File: src/rtl/mem_stage.sv
// Memory stage of the five-stage pipeline: EX/MEM register, data-memory request
// handshake, registered MEM/WB bundle, halt retirement and a memory-wait counter.
module mem_stage #(
    parameter int WORD_W = 32,
    parameter int REG_W  = 5,
    parameter int SRC_W  = 2,
    parameter int CNT_W  = 16
) (
    input  logic              CLK,
    input  logic              nRST,
    input  logic              ex_valid,
    input  logic [WORD_W-1:0] ex_alu_result,
    input  logic [REG_W-1:0]  ex_wsel,
    input  logic [SRC_W-1:0]  ex_wdat_source,
    input  logic              ex_halt,
    input  logic [WORD_W-1:0] ex_instr_npc,
    input  logic              ex_dmemREN,
    input  logic              ex_dmemWEN,
    input  logic [WORD_W-1:0] ex_dmemstore,
    input  logic              flush,
    output logic              mem_stall,
    input  logic              dhit,
    input  logic [WORD_W-1:0] dmemload,
    output logic              dmemREN,
    output logic              dmemWEN,
    output logic [WORD_W-1:0] dmemaddr,
    output logic [WORD_W-1:0] dmemstore,
    output logic              wb_valid,
    output logic [WORD_W-1:0] wb_alu_result,
    output logic [WORD_W-1:0] wb_dmemload,
    output logic [REG_W-1:0]  wb_wsel,
    output logic [SRC_W-1:0]  wb_wdat_source,
    output logic [WORD_W-1:0] wb_instr_npc,
    output logic              wb_halt,
    output logic [CNT_W-1:0]  mem_wait_cycles
);

    typedef enum logic [1:0] {
        ST_IDLE   = 2'd0,
        ST_HOLD   = 2'd1,
        ST_ACCESS = 2'd2,
        ST_HALTED = 2'd3
    } state_t;

    localparam logic [CNT_W-1:0] CNT_MAX = {CNT_W{1'b1}};

    state_t state_q, state_d;

    // EX/MEM register fields; validity is carried by the state encoding
    logic [WORD_W-1:0] alu_q, alu_d;
    logic [REG_W-1:0]  wsel_q, wsel_d;
    logic [SRC_W-1:0]  src_q, src_d;
    logic              halt_q, halt_d;
    logic [WORD_W-1:0] npc_q, npc_d;
    logic              ren_q, ren_d;
    logic              wen_q, wen_d;
    logic [WORD_W-1:0] store_q, store_d;

    logic              wb_valid_q, wb_valid_d;
    logic [WORD_W-1:0] wb_alu_q, wb_alu_d;
    logic [WORD_W-1:0] wb_load_q, wb_load_d;
    logic [REG_W-1:0]  wb_wsel_q, wb_wsel_d;
    logic [SRC_W-1:0]  wb_src_q, wb_src_d;
    logic [WORD_W-1:0] wb_npc_q, wb_npc_d;
    logic              wb_halt_q, wb_halt_d;
    logic [CNT_W-1:0]  cnt_q, cnt_d;

    logic held_valid_s;
    logic stall_s;
    logic ren_s;
    logic wen_s;
    logic halt_retire_s;
    logic capture_s;
    logic load_done_s;

    // State register
    always_ff @(posedge CLK) begin
        if (!nRST) begin
            state_q <= ST_IDLE;
        end else begin
            state_q <= state_d;
        end
    end

    // FSM outputs: request strobes, stall and held-instruction validity
    always_comb begin
        held_valid_s = 1'b0;
        stall_s      = 1'b0;
        ren_s        = 1'b0;
        wen_s        = 1'b0;
        case (state_q)
            ST_IDLE: begin
                held_valid_s = 1'b0;
            end
            ST_HOLD: begin
                held_valid_s = 1'b1;
            end
            ST_ACCESS: begin
                held_valid_s = 1'b1;
                ren_s        = ren_q;
                wen_s        = wen_q;
                stall_s      = ~dhit;
            end
            ST_HALTED: begin
                held_valid_s = 1'b0;
            end
            default: begin
                held_valid_s = 1'b0;
            end
        endcase
    end

    // Pipeline control: halt retirement wins over a capture in the same cycle
    always_comb begin
        halt_retire_s = 1'b0;
        capture_s     = 1'b0;
        load_done_s   = 1'b0;
        if (!stall_s) begin
            halt_retire_s = held_valid_s & halt_q;
            capture_s     = ex_valid & ~flush & (state_q != ST_HALTED) & ~(held_valid_s & halt_q);
            load_done_s   = (state_q == ST_ACCESS) & ren_q & dhit;
        end else begin
            halt_retire_s = 1'b0;
            capture_s     = 1'b0;
            load_done_s   = 1'b0;
        end
    end

    // Next-state logic
    always_comb begin
        state_d = state_q;
        case (state_q)
            ST_HALTED: begin
                state_d = ST_HALTED;
            end
            default: begin
                if (stall_s) begin
                    state_d = ST_ACCESS;
                end else if (halt_retire_s) begin
                    state_d = ST_HALTED;
                end else if (capture_s) begin
                    state_d = (ex_dmemREN | ex_dmemWEN) ? ST_ACCESS : ST_HOLD;
                end else begin
                    state_d = ST_IDLE;
                end
            end
        endcase
    end

    // EX/MEM capture; a combined read+write request is treated as a store
    always_comb begin
        alu_d   = alu_q;
        wsel_d  = wsel_q;
        src_d   = src_q;
        halt_d  = halt_q;
        npc_d   = npc_q;
        ren_d   = ren_q;
        wen_d   = wen_q;
        store_d = store_q;
        if (capture_s) begin
            alu_d   = ex_alu_result;
            wsel_d  = ex_wsel;
            src_d   = ex_wdat_source;
            halt_d  = ex_halt;
            npc_d   = ex_instr_npc;
            ren_d   = ex_dmemREN & ~ex_dmemWEN;
            wen_d   = ex_dmemWEN;
            store_d = ex_dmemstore;
        end else begin
            halt_d  = halt_q;
        end
    end

    // MEM/WB update: a bubble while stalled, otherwise forward the held bundle
    always_comb begin
        wb_valid_d = 1'b0;
        wb_alu_d   = wb_alu_q;
        wb_load_d  = wb_load_q;
        wb_wsel_d  = wb_wsel_q;
        wb_src_d   = wb_src_q;
        wb_npc_d   = wb_npc_q;
        wb_halt_d  = wb_halt_q | halt_retire_s;
        if (!stall_s) begin
            wb_valid_d = held_valid_s;
            wb_alu_d   = alu_q;
            wb_load_d  = load_done_s ? dmemload : '0;
            wb_wsel_d  = wsel_q;
            wb_src_d   = src_q;
            wb_npc_d   = npc_q;
        end else begin
            wb_valid_d = 1'b0;
        end
    end

    // Saturating wait counter
    always_comb begin
        cnt_d = cnt_q;
        if (stall_s && (cnt_q != CNT_MAX)) begin
            cnt_d = cnt_q + CNT_W'(1);
        end else begin
            cnt_d = cnt_q;
        end
    end

    // Datapath registers
    always_ff @(posedge CLK) begin
        if (!nRST) begin
            alu_q      <= '0;
            wsel_q     <= '0;
            src_q      <= '0;
            halt_q     <= 1'b0;
            npc_q      <= '0;
            ren_q      <= 1'b0;
            wen_q      <= 1'b0;
            store_q    <= '0;
            wb_valid_q <= 1'b0;
            wb_alu_q   <= '0;
            wb_load_q  <= '0;
            wb_wsel_q  <= '0;
            wb_src_q   <= '0;
            wb_npc_q   <= '0;
            wb_halt_q  <= 1'b0;
            cnt_q      <= '0;
        end else begin
            alu_q      <= alu_d;
            wsel_q     <= wsel_d;
            src_q      <= src_d;
            halt_q     <= halt_d;
            npc_q      <= npc_d;
            ren_q      <= ren_d;
            wen_q      <= wen_d;
            store_q    <= store_d;
            wb_valid_q <= wb_valid_d;
            wb_alu_q   <= wb_alu_d;
            wb_load_q  <= wb_load_d;
            wb_wsel_q  <= wb_wsel_d;
            wb_src_q   <= wb_src_d;
            wb_npc_q   <= wb_npc_d;
            wb_halt_q  <= wb_halt_d;
            cnt_q      <= cnt_d;
        end
    end

    assign mem_stall       = stall_s;
    assign dmemREN         = ren_s;
    assign dmemWEN         = wen_s;
    assign dmemaddr        = alu_q;
    assign dmemstore       = store_q;
    assign wb_valid        = wb_valid_q;
    assign wb_alu_result   = wb_alu_q;
    assign wb_dmemload     = wb_load_q;
    assign wb_wsel         = wb_wsel_q;
    assign wb_wdat_source  = wb_src_q;
    assign wb_instr_npc    = wb_npc_q;
    assign wb_halt         = wb_halt_q;
    assign mem_wait_cycles = cnt_q;

endmodule

File: config.mk
export PLATFORM = sky130hd
export DESIGN_NAME = mem_stage
export DESIGN_NICKNAME = d
export VERILOG_FILES = /design/src/rtl/mem_stage.sv
export SDC_FILE = /design/constraint.sdc
export NUM_CORES = 1
export LEC_CHECK = 0
export CAP_MARGIN = 20
export CORE_MARGIN = 3
export CORE_UTILIZATION = 44
export DETAILED_ROUTE_END_ITERATION = 10
export PLACE_DENSITY_LB_ADDON = 0.3
export SLEW_MARGIN = 20
export SYNTH_ARGS = -nofsm -noshare
export SYNTH_HDL_FRONTEND = slang
export SYNTH_SLANG_ARGS = --single-unit
File: constraint.sdc
create_clock -name CLK -period 4.13 [get_ports CLK]
set_clock_uncertainty 0.2 [all_clocks]
set_input_delay 0.826 -clock CLK [delete_from_list [all_inputs] [get_ports CLK]]
set_output_delay 0.826 -clock CLK [all_outputs]
set_load 0.02 [all_outputs]
* Word-level counts from Yosys, hierarchy flattened
Index checks and enable logic that the tools add are counted.
** Cells by class
- Multiplexer cells :: 13
- Order comparisons :: 0
- Div/mod/pow operators :: 0
- Bitwise gates (word level) :: 14
- Shift-type cells :: 0
- $mul :: 0
- Add/subtract/negate cells :: 1
- Reductions and logical operators :: 5
- Eq/ne operators :: 5
** Operators by type and width (number)
- $mux 32 :: 1
- $add 16x1->16 const B :: 1
- $ne 16x16->1 const B :: 1
- $mux 2 :: 5
- $and 1x1->1 :: 7
- $mux 1 :: 6
- $reduce_or 2->1 :: 3
- $not 1->1 :: 5
- $eq 2x2->1 const B :: 2
- $eq 2x1->1 const B :: 1
- $logic_not 2->1 :: 1
- $ne 2x2->1 const B :: 1
- $or 1x1->1 :: 2
- $pmux 1 s2 :: 1
- $logic_and 1x1->1 :: 1
** Word-level totals
- Output and inout port bits :: 188
- Bits of input ports :: 143
- Register bits after elaboration :: 229
- Word-level logic and storage cells :: 55
- Memories :: 0
- Latch bits :: 0
- Memory bits (read-only) :: 0
- Bits in writable memories :: 0

* Logic depth before layout (Yosys ltp)
- Depth in word-level cells :: 11
- Depth in mapped cells :: 11
- Depth with buffers taken out :: 8

* Worst setup path after synthesis
Ideal clock, no wire load.
- Path type :: input port to output port
- Start point :: in dhit
- End point :: out mem_stall
- Path buffers :: 1
- Arrival :: 1552 ps
- Slack :: 1552 ps
- Stages :: 3
- Path through :: nand2b_2 -> inv_2 -> buf_1
** Between the ends
- Longest elaborated chain between the ends :: 2
** RTL lines
- start, declared :: line 22 : input logic dhit,
- $not 1->1 :: line 102 : stall_s = ~dhit;
- $mux 1 :: line 91 : case (state_q)
- end, declared :: line 21 : output logic mem_stall,
No other way between the ends.

* Worst setup path after layout
Same ends and word-level chain as after synthesis.

==> impl_metrics.env <==
export IMPL_grt_pass1_vias=7406
export IMPL_cts_hold_buf=0
export IMPL_finalPower_uw=4990
export IMPL_yosys_area_top_type="dfxtp_1"
export IMPL_synth_seq_area_share_pct=56.5
export IMPL_min_period_ps=3320
export IMPL_hold_class="reg -> reg"
export IMPL_required_ps=3100
export IMPL_hold_violations=0
export IMPL_drc=0
export IMPL_cts_buffers=24
export IMPL_antenna_found_initial=0
export IMPL_synthCells=988
export IMPL_path_clk_slew_ps=60
export IMPL_avgSynthCellArea_um2=8.21
export IMPL_final_common_cell="nand2_1"
export IMPL_multi_input_area_um2=3200
export IMPL_ys_ff_latch=229
export IMPL_grt_max_degree=91
export IMPL_routed_wl_um=24700
export IMPL_critical_path_arrival_ps=2290
export IMPL_fillerInstances=1477
export IMPL_critPathLaunchType="input pin"
export IMPL_instances_no_fill=1530
export IMPL_dpl_cell_count=1487
export IMPL_postCtsSetupBuffers=0
export IMPL_boundaryPins=331
export IMPL_place_gp_congestion=0.806
export IMPL_dieWidth_um=142
export IMPL_final_cell_mix="nand2_1, clkdlybuf4s50_1, dfxtp_1"
export IMPL_cts_sinks=229
export IMPL_grt_overflow=0
export IMPL_powerDensity_nw_per_um2=404
export IMPL_drv_slew=0
export IMPL_drt_initial_drc_count=363
export IMPL_hpwlAfterDp_um=16700
export IMPL_fmax_mhz=301
export IMPL_rows=49
export IMPL_via_count=7734
export IMPL_status="finished, final reports clean"
export IMPL_leakage_uw=0.00433
export IMPL_root_buffer="clkbuf_16"
export IMPL_regArea_um2=4580
export IMPL_area_growth_pct=52.2
export IMPL_ctsHtreeMaxLevel=1
export IMPL_cts_tree="yes"
export IMPL_syn_area_um2=8110
export IMPL_die_area_um2=20100
export IMPL_clock_path_buffers=3
export IMPL_antennaDiodeCount=0
export IMPL_critical_path_class="in -> out"
export IMPL_syn_nets=1134
export IMPL_cts_resized_gates=0
export IMPL_port_buffers=330
export IMPL_vias_per_cell=5.05
export IMPL_initial_core_util_pct=45.0
export IMPL_maxCapViolCount=0
export IMPL_final_nets=1430
export IMPL_max_vdd_ir_drop_mv=0.409
export IMPL_drive_above_1_share_pct=4.84
export IMPL_grt_pass1_wl_um=38600
export IMPL_wl_per_cell_um=16.2
export IMPL_grt_use_total_pct=23.4
export IMPL_rsz0062_at_grt="no"
export IMPL_synth_cell_types=47
export IMPL_cp_end_kind="primary output"
export IMPL_slew_headroom_pct=48.5
export IMPL_core_um2=18000
export IMPL_synth_top_area_share_pct=56.5
export IMPL_finalSetupViolCount=0
export IMPL_die_y_um=142
export IMPL_clk_latency_ps=500
export IMPL_worstMarginPinSlew_ps=772
export IMPL_finalCritPeriodShare_pct=80.3
export IMPL_yosysWarningCount=0
export IMPL_first_pass_iters=5
export IMPL_drtAntennaViolNets=0
export IMPL_ys_top_cells_by_area="dfxtp_1, nand2_1, a21oi_1, a22oi_1, nor2_1"
export IMPL_finalSetupTns_ps=0
export IMPL_cp_max_fo=4
synthesized netlist by cell type (all sizes together):
library cell  number
ha                 3
or4                1
o41ai              1
nor3               5
o31ai              1
nand4b             1
nor2b              1
clkbuf            40
buf               34
and4               3
o211ai             2
and2               4
nand3b             2
o31a               1
xor2               6
nor4               2
nand2b             2
a211oi             1
nor2              45
and3b              1
or3                2
nand3              6
inv                4
o311ai             1
o21ai              4
a21oi            180
o21a               2
a22oi             32
nand4              3
a2111oi            1
nand2            361
xnor2              5
dfxtp            229
and3               2
logic make-up after synthesis:
| group | Yosys count | share of synthesized area (%) |
|---|---|---|
| adders and majority gates | 3 | 0.463 |
| buffers and inverters | 78 | 4.15 |
| and+or+nand+nor | 441 | 22.0 |
| DFF | 229 | 56.5 |
| xor gates and xnor gates | 11 | 1.19 |
| AOI/OAI and AO/OA | 226 | 15.7 |
through the flow:
| stage | hold WS, ps | utilization [%] | worst slack (ps) | area (µm²) |
|---|---|---|---|---|
| 6_report | 249 | 68.5 | 812 | 12400 |
| 3_3_place_gp | 236 | 64.1 | 788 | 11600 |
| 3_5_place_dp | 243 | 64.1 | 800 | 11600 |
| 5_1_grt | 266 | 68.5 | 717 | 12400 |
| 4_1_cts | 250 | 68.5 | 789 | 12400 |
| 2_1_floorplan | 232 | - | 1550 | 8110 |
critical path, stage by stage:
cell and delay [ps]:
clkdlybuf4s50_1 470, nand2b_2 230, clkinv_2 90, clkdlybuf4s50_1 680
layout make-up:
| type | count | share of cell area, % |
|---|---|---|
| clock buffers | 39 | 6.06 |
| repair buffers | 344 | 28.1 |
| clock inverters | 4 | 0.365 |
| flip-flops and latches | 229 | 37.1 |
| multi-input cells | 681 | 25.9 |
| well taps | 229 | 2.32 |
| inverters | 4 | 0.172 |
report_power, final:
| group | leakage [µW] | internal, µW | switching (µW) |
|---|---|---|---|
| Clock | 0.000393 | 1290 | 839 |
| Combinational | 0.00208 | 267 | 267 |
| Sequential | 0.00186 | 2280 | 40.7 |
state kept, by name, indices dropped and copies added, names as in the netlist, 16 cells and up:
name / flops
dmemaddr: 32
dmemstore: 32
mem_wait_cycles: 16
npc_q: 32
wb_alu_result: 32
wb_dmemload: 32
wb_instr_npc: 32
final timing paths:
check	start	endpoint	slack, ps	depth (start not counted)
max reg2reg	state_q[0]	mem_wait_cycles[5]	1650	8
min	wb_alu_result[21]	wb_alu_result[21]	250	2
max	dhit	mem_stall	810	4
min reg2reg	wb_alu_result[21]	wb_alu_result[21]	250	2
routing by layer:
metal	routed length, µm	part of all wire, %	global-route usage [%]
met5	0	0	0
met2	12100	49	39.8
met1	9610	39	28.6
met3	2350	9.5	7.11
met4	706	2.9	7.12
No activity file was read; power rests on OpenSTA's default activity.
==> RTL edit (config.mk and constraints unchanged) <==
The 4 states of `state_t` get a Gray code encoding in 2 bits.
--- a/src/rtl/mem_stage.sv
+++ b/src/rtl/mem_stage.sv
@@ -37,8 +37,8 @@
 
     typedef enum logic [1:0] {
-        ST_IDLE   = 2'd0,
-        ST_HOLD   = 2'd1,
-        ST_ACCESS = 2'd2,
-        ST_HALTED = 2'd3
+        ST_IDLE   = 2'b00,
+        ST_HOLD   = 2'b01,
+        ST_ACCESS = 2'b11,
+        ST_HALTED = 2'b10
     } state_t;
 
Check against the original RTL: same outputs for any inputs over 4 cycles, from zero or initial values and one cycle with nRST low; so few cycles prove little.
==> RTL edit against the unedited design <==
Sequential cell count did not move; sequential power barely moved; setup slack improved by 56 ps; sequential share of layout area rose by 0.32 points; power fell by 2.8%; design area fell by 0.86%; wire length fell by 2.9%; synthesized cell count rose by 0.30%; area after synthesis fell by 0.71%.
==> RTL edit: results (changes against the unedited design) <==
** Run status
- Run status :: finished clean

** Worst hold path
- The startpoint identified for the worst hold timing path is wb_alu_result[22].
- The hold-critical path depth was 2 (unchanged).
- The worst hold path terminates at wb_alu_result[22].

** Power and ir drop
- The peak supply drop was 355 uV (-13%).
- The static leakage is 4.29 nW (-1.0%).
- Clk network pwr share :: 41.9% (-0.8 points)
- Logic gate share of total power :: 10.2% (-0.5 points)
- The total internal power is 3.73 mW (-3.0%).

** GRT
- The via count of the first global-routing pass was 7455 (+0.66%).
- The number of antenna violations at the first check in global routing came to 0 (unchanged).
- First-pass GRT wire length :: 38100 um (-1.1%)
- GRT Resource Usage Total :: 22.9% (-0.48 points)
- Pin count of the biggest net entering global routing :: 87 (-4.4%)

** Yosys
- Post-synthesis share of cell area spent on xor and xnor gates :: 0.217% (-0.97 points)
- The mean instance size in the synthesized netlist is 8.13 sq um (-1.0%).
- Number of distinct standard cells referenced by the synthesized netlist :: 38 (-19%)
- Compound-cell area share of the yosys netlist :: 16.7% (+1.0 points)
- Synth top cells by count :: sky130_fd_sc_hd__nand2_1 (363), sky130_fd_sc_hd__dfxtp_1 (229), sky130_fd_sc_hd__a21oi_1 (189)
- The net count after synthesis was 1135 (+0.088%).
- Seq/Total Area, Yosys :: 56.9% (+0.40 points)
- Share of cell area taken by muxes after synthesis :: 0.373% (+0.37 points)
- After synthesis, the cell types taking the most area are sky130_fd_sc_hd__dfxtp_1 (57%), sky130_fd_sc_hd__nand2_1 (17%), sky130_fd_sc_hd__a21oi_1 (12%), sky130_fd_sc_hd__a22oi_1 (3.1%), sky130_fd_sc_hd__clkbuf_1 (2.5%).
- Post-synthesis adder-cell area fraction :: 0.155% (-0.31 points)

** Drt
- Routed wl met3 :: 2160 um (-7.8%)
- Mean routed wirelength per cell :: 15.7 um (-2.7%)
- The detailed-routed wire length on met2 is 11800 um (-2.2%).
- DRT iter0 DRCs :: 396 (+9.1%)
- The met1 routed wirelength after detailed routing was 9230 um (-3.9%).
- Post-detailed-route via-to-cell ratio :: 5.08 (+0.53%)
- Vias :: 7760 (+0.34%)

** Critical path
- Worst R2R End :: mem_wait_cycles[11]
- Tracing the worst setup path back leads to its startpoint at dhit.
- The startpoint identified for the worst register-to-register timing path is state_q[0].
- Data arrival time at the worst-slack endpoint :: 2240 ps (-50 ps)
- Worst-case reg-to-reg path depth :: 6 (-2)
- The highest cell delay on the worst timing path is 650 ps (-30 ps).
- The cell family contributing the most delay on the critical path is buffers and inverters.
- Flop-to-flop setup slack :: 1540 ps (-110 ps)

** Placed design
- Placed cell count :: 1485 (-0.13%)
- The weighted congestion at the end of routability-driven global placement was 0.794 (-1.5%).

** Cells and area
- The number of filler cells placed in the layout is 1426 (-3.5%).
- Fraction of final layout cells sized beyond drive strength 1 :: 4.30% (-0.54 points)

** STA
- Slew @ Worst Pin :: 947 ps (+176 ps)

** CTS
- Number of CTS-inserted buffers :: 24 (unchanged)
- Clock insertion delay at the later pin of the skew report :: 500 ps (about the same)
RTL edit: cell types whose count changed after synthesis, sizes merged, moves of 3 or more:
cell,delta
buf,-13
clkbuf,+13
a21oi,+9
nor2,-8
and3,+5
or3,+5
xnor2,-5
xor2,-4
and2,-3
mux2i,+3
nor3,-3
o21ai,+3
RTL edit: final cells by class:
cell class,instances,area (sq um),area share [%]
well taps,225,282,2.30
repair buffers,343,3440,28.1
inverters,4,21.3,0.174
clock inverters,6,30.0,0.245
flip-flops and latches,229,4580,37.4
clock buffers,36,717,5.85
multi-input cells,684,3170,25.9
RTL edit: metal layers:
metal | vias to the layer above | track usage, %
li1 | 3863 | -
met1 | 3586 | 27.2
met2 | 262 | 39.1
met3 | 49 | 7.89
met4 | 0 | 7.39
met5 | - | 0
RTL edit: metrics by stage:
step	setup slack, ps	cell area, sq um	hold WS [ps]
after global placement	821	11500	236
final	868	12200	247
after global routing	800	12200	267
after detailed placement	783	11500	241
after CTS	868	12200	250
after floorplan	1570	8060	227
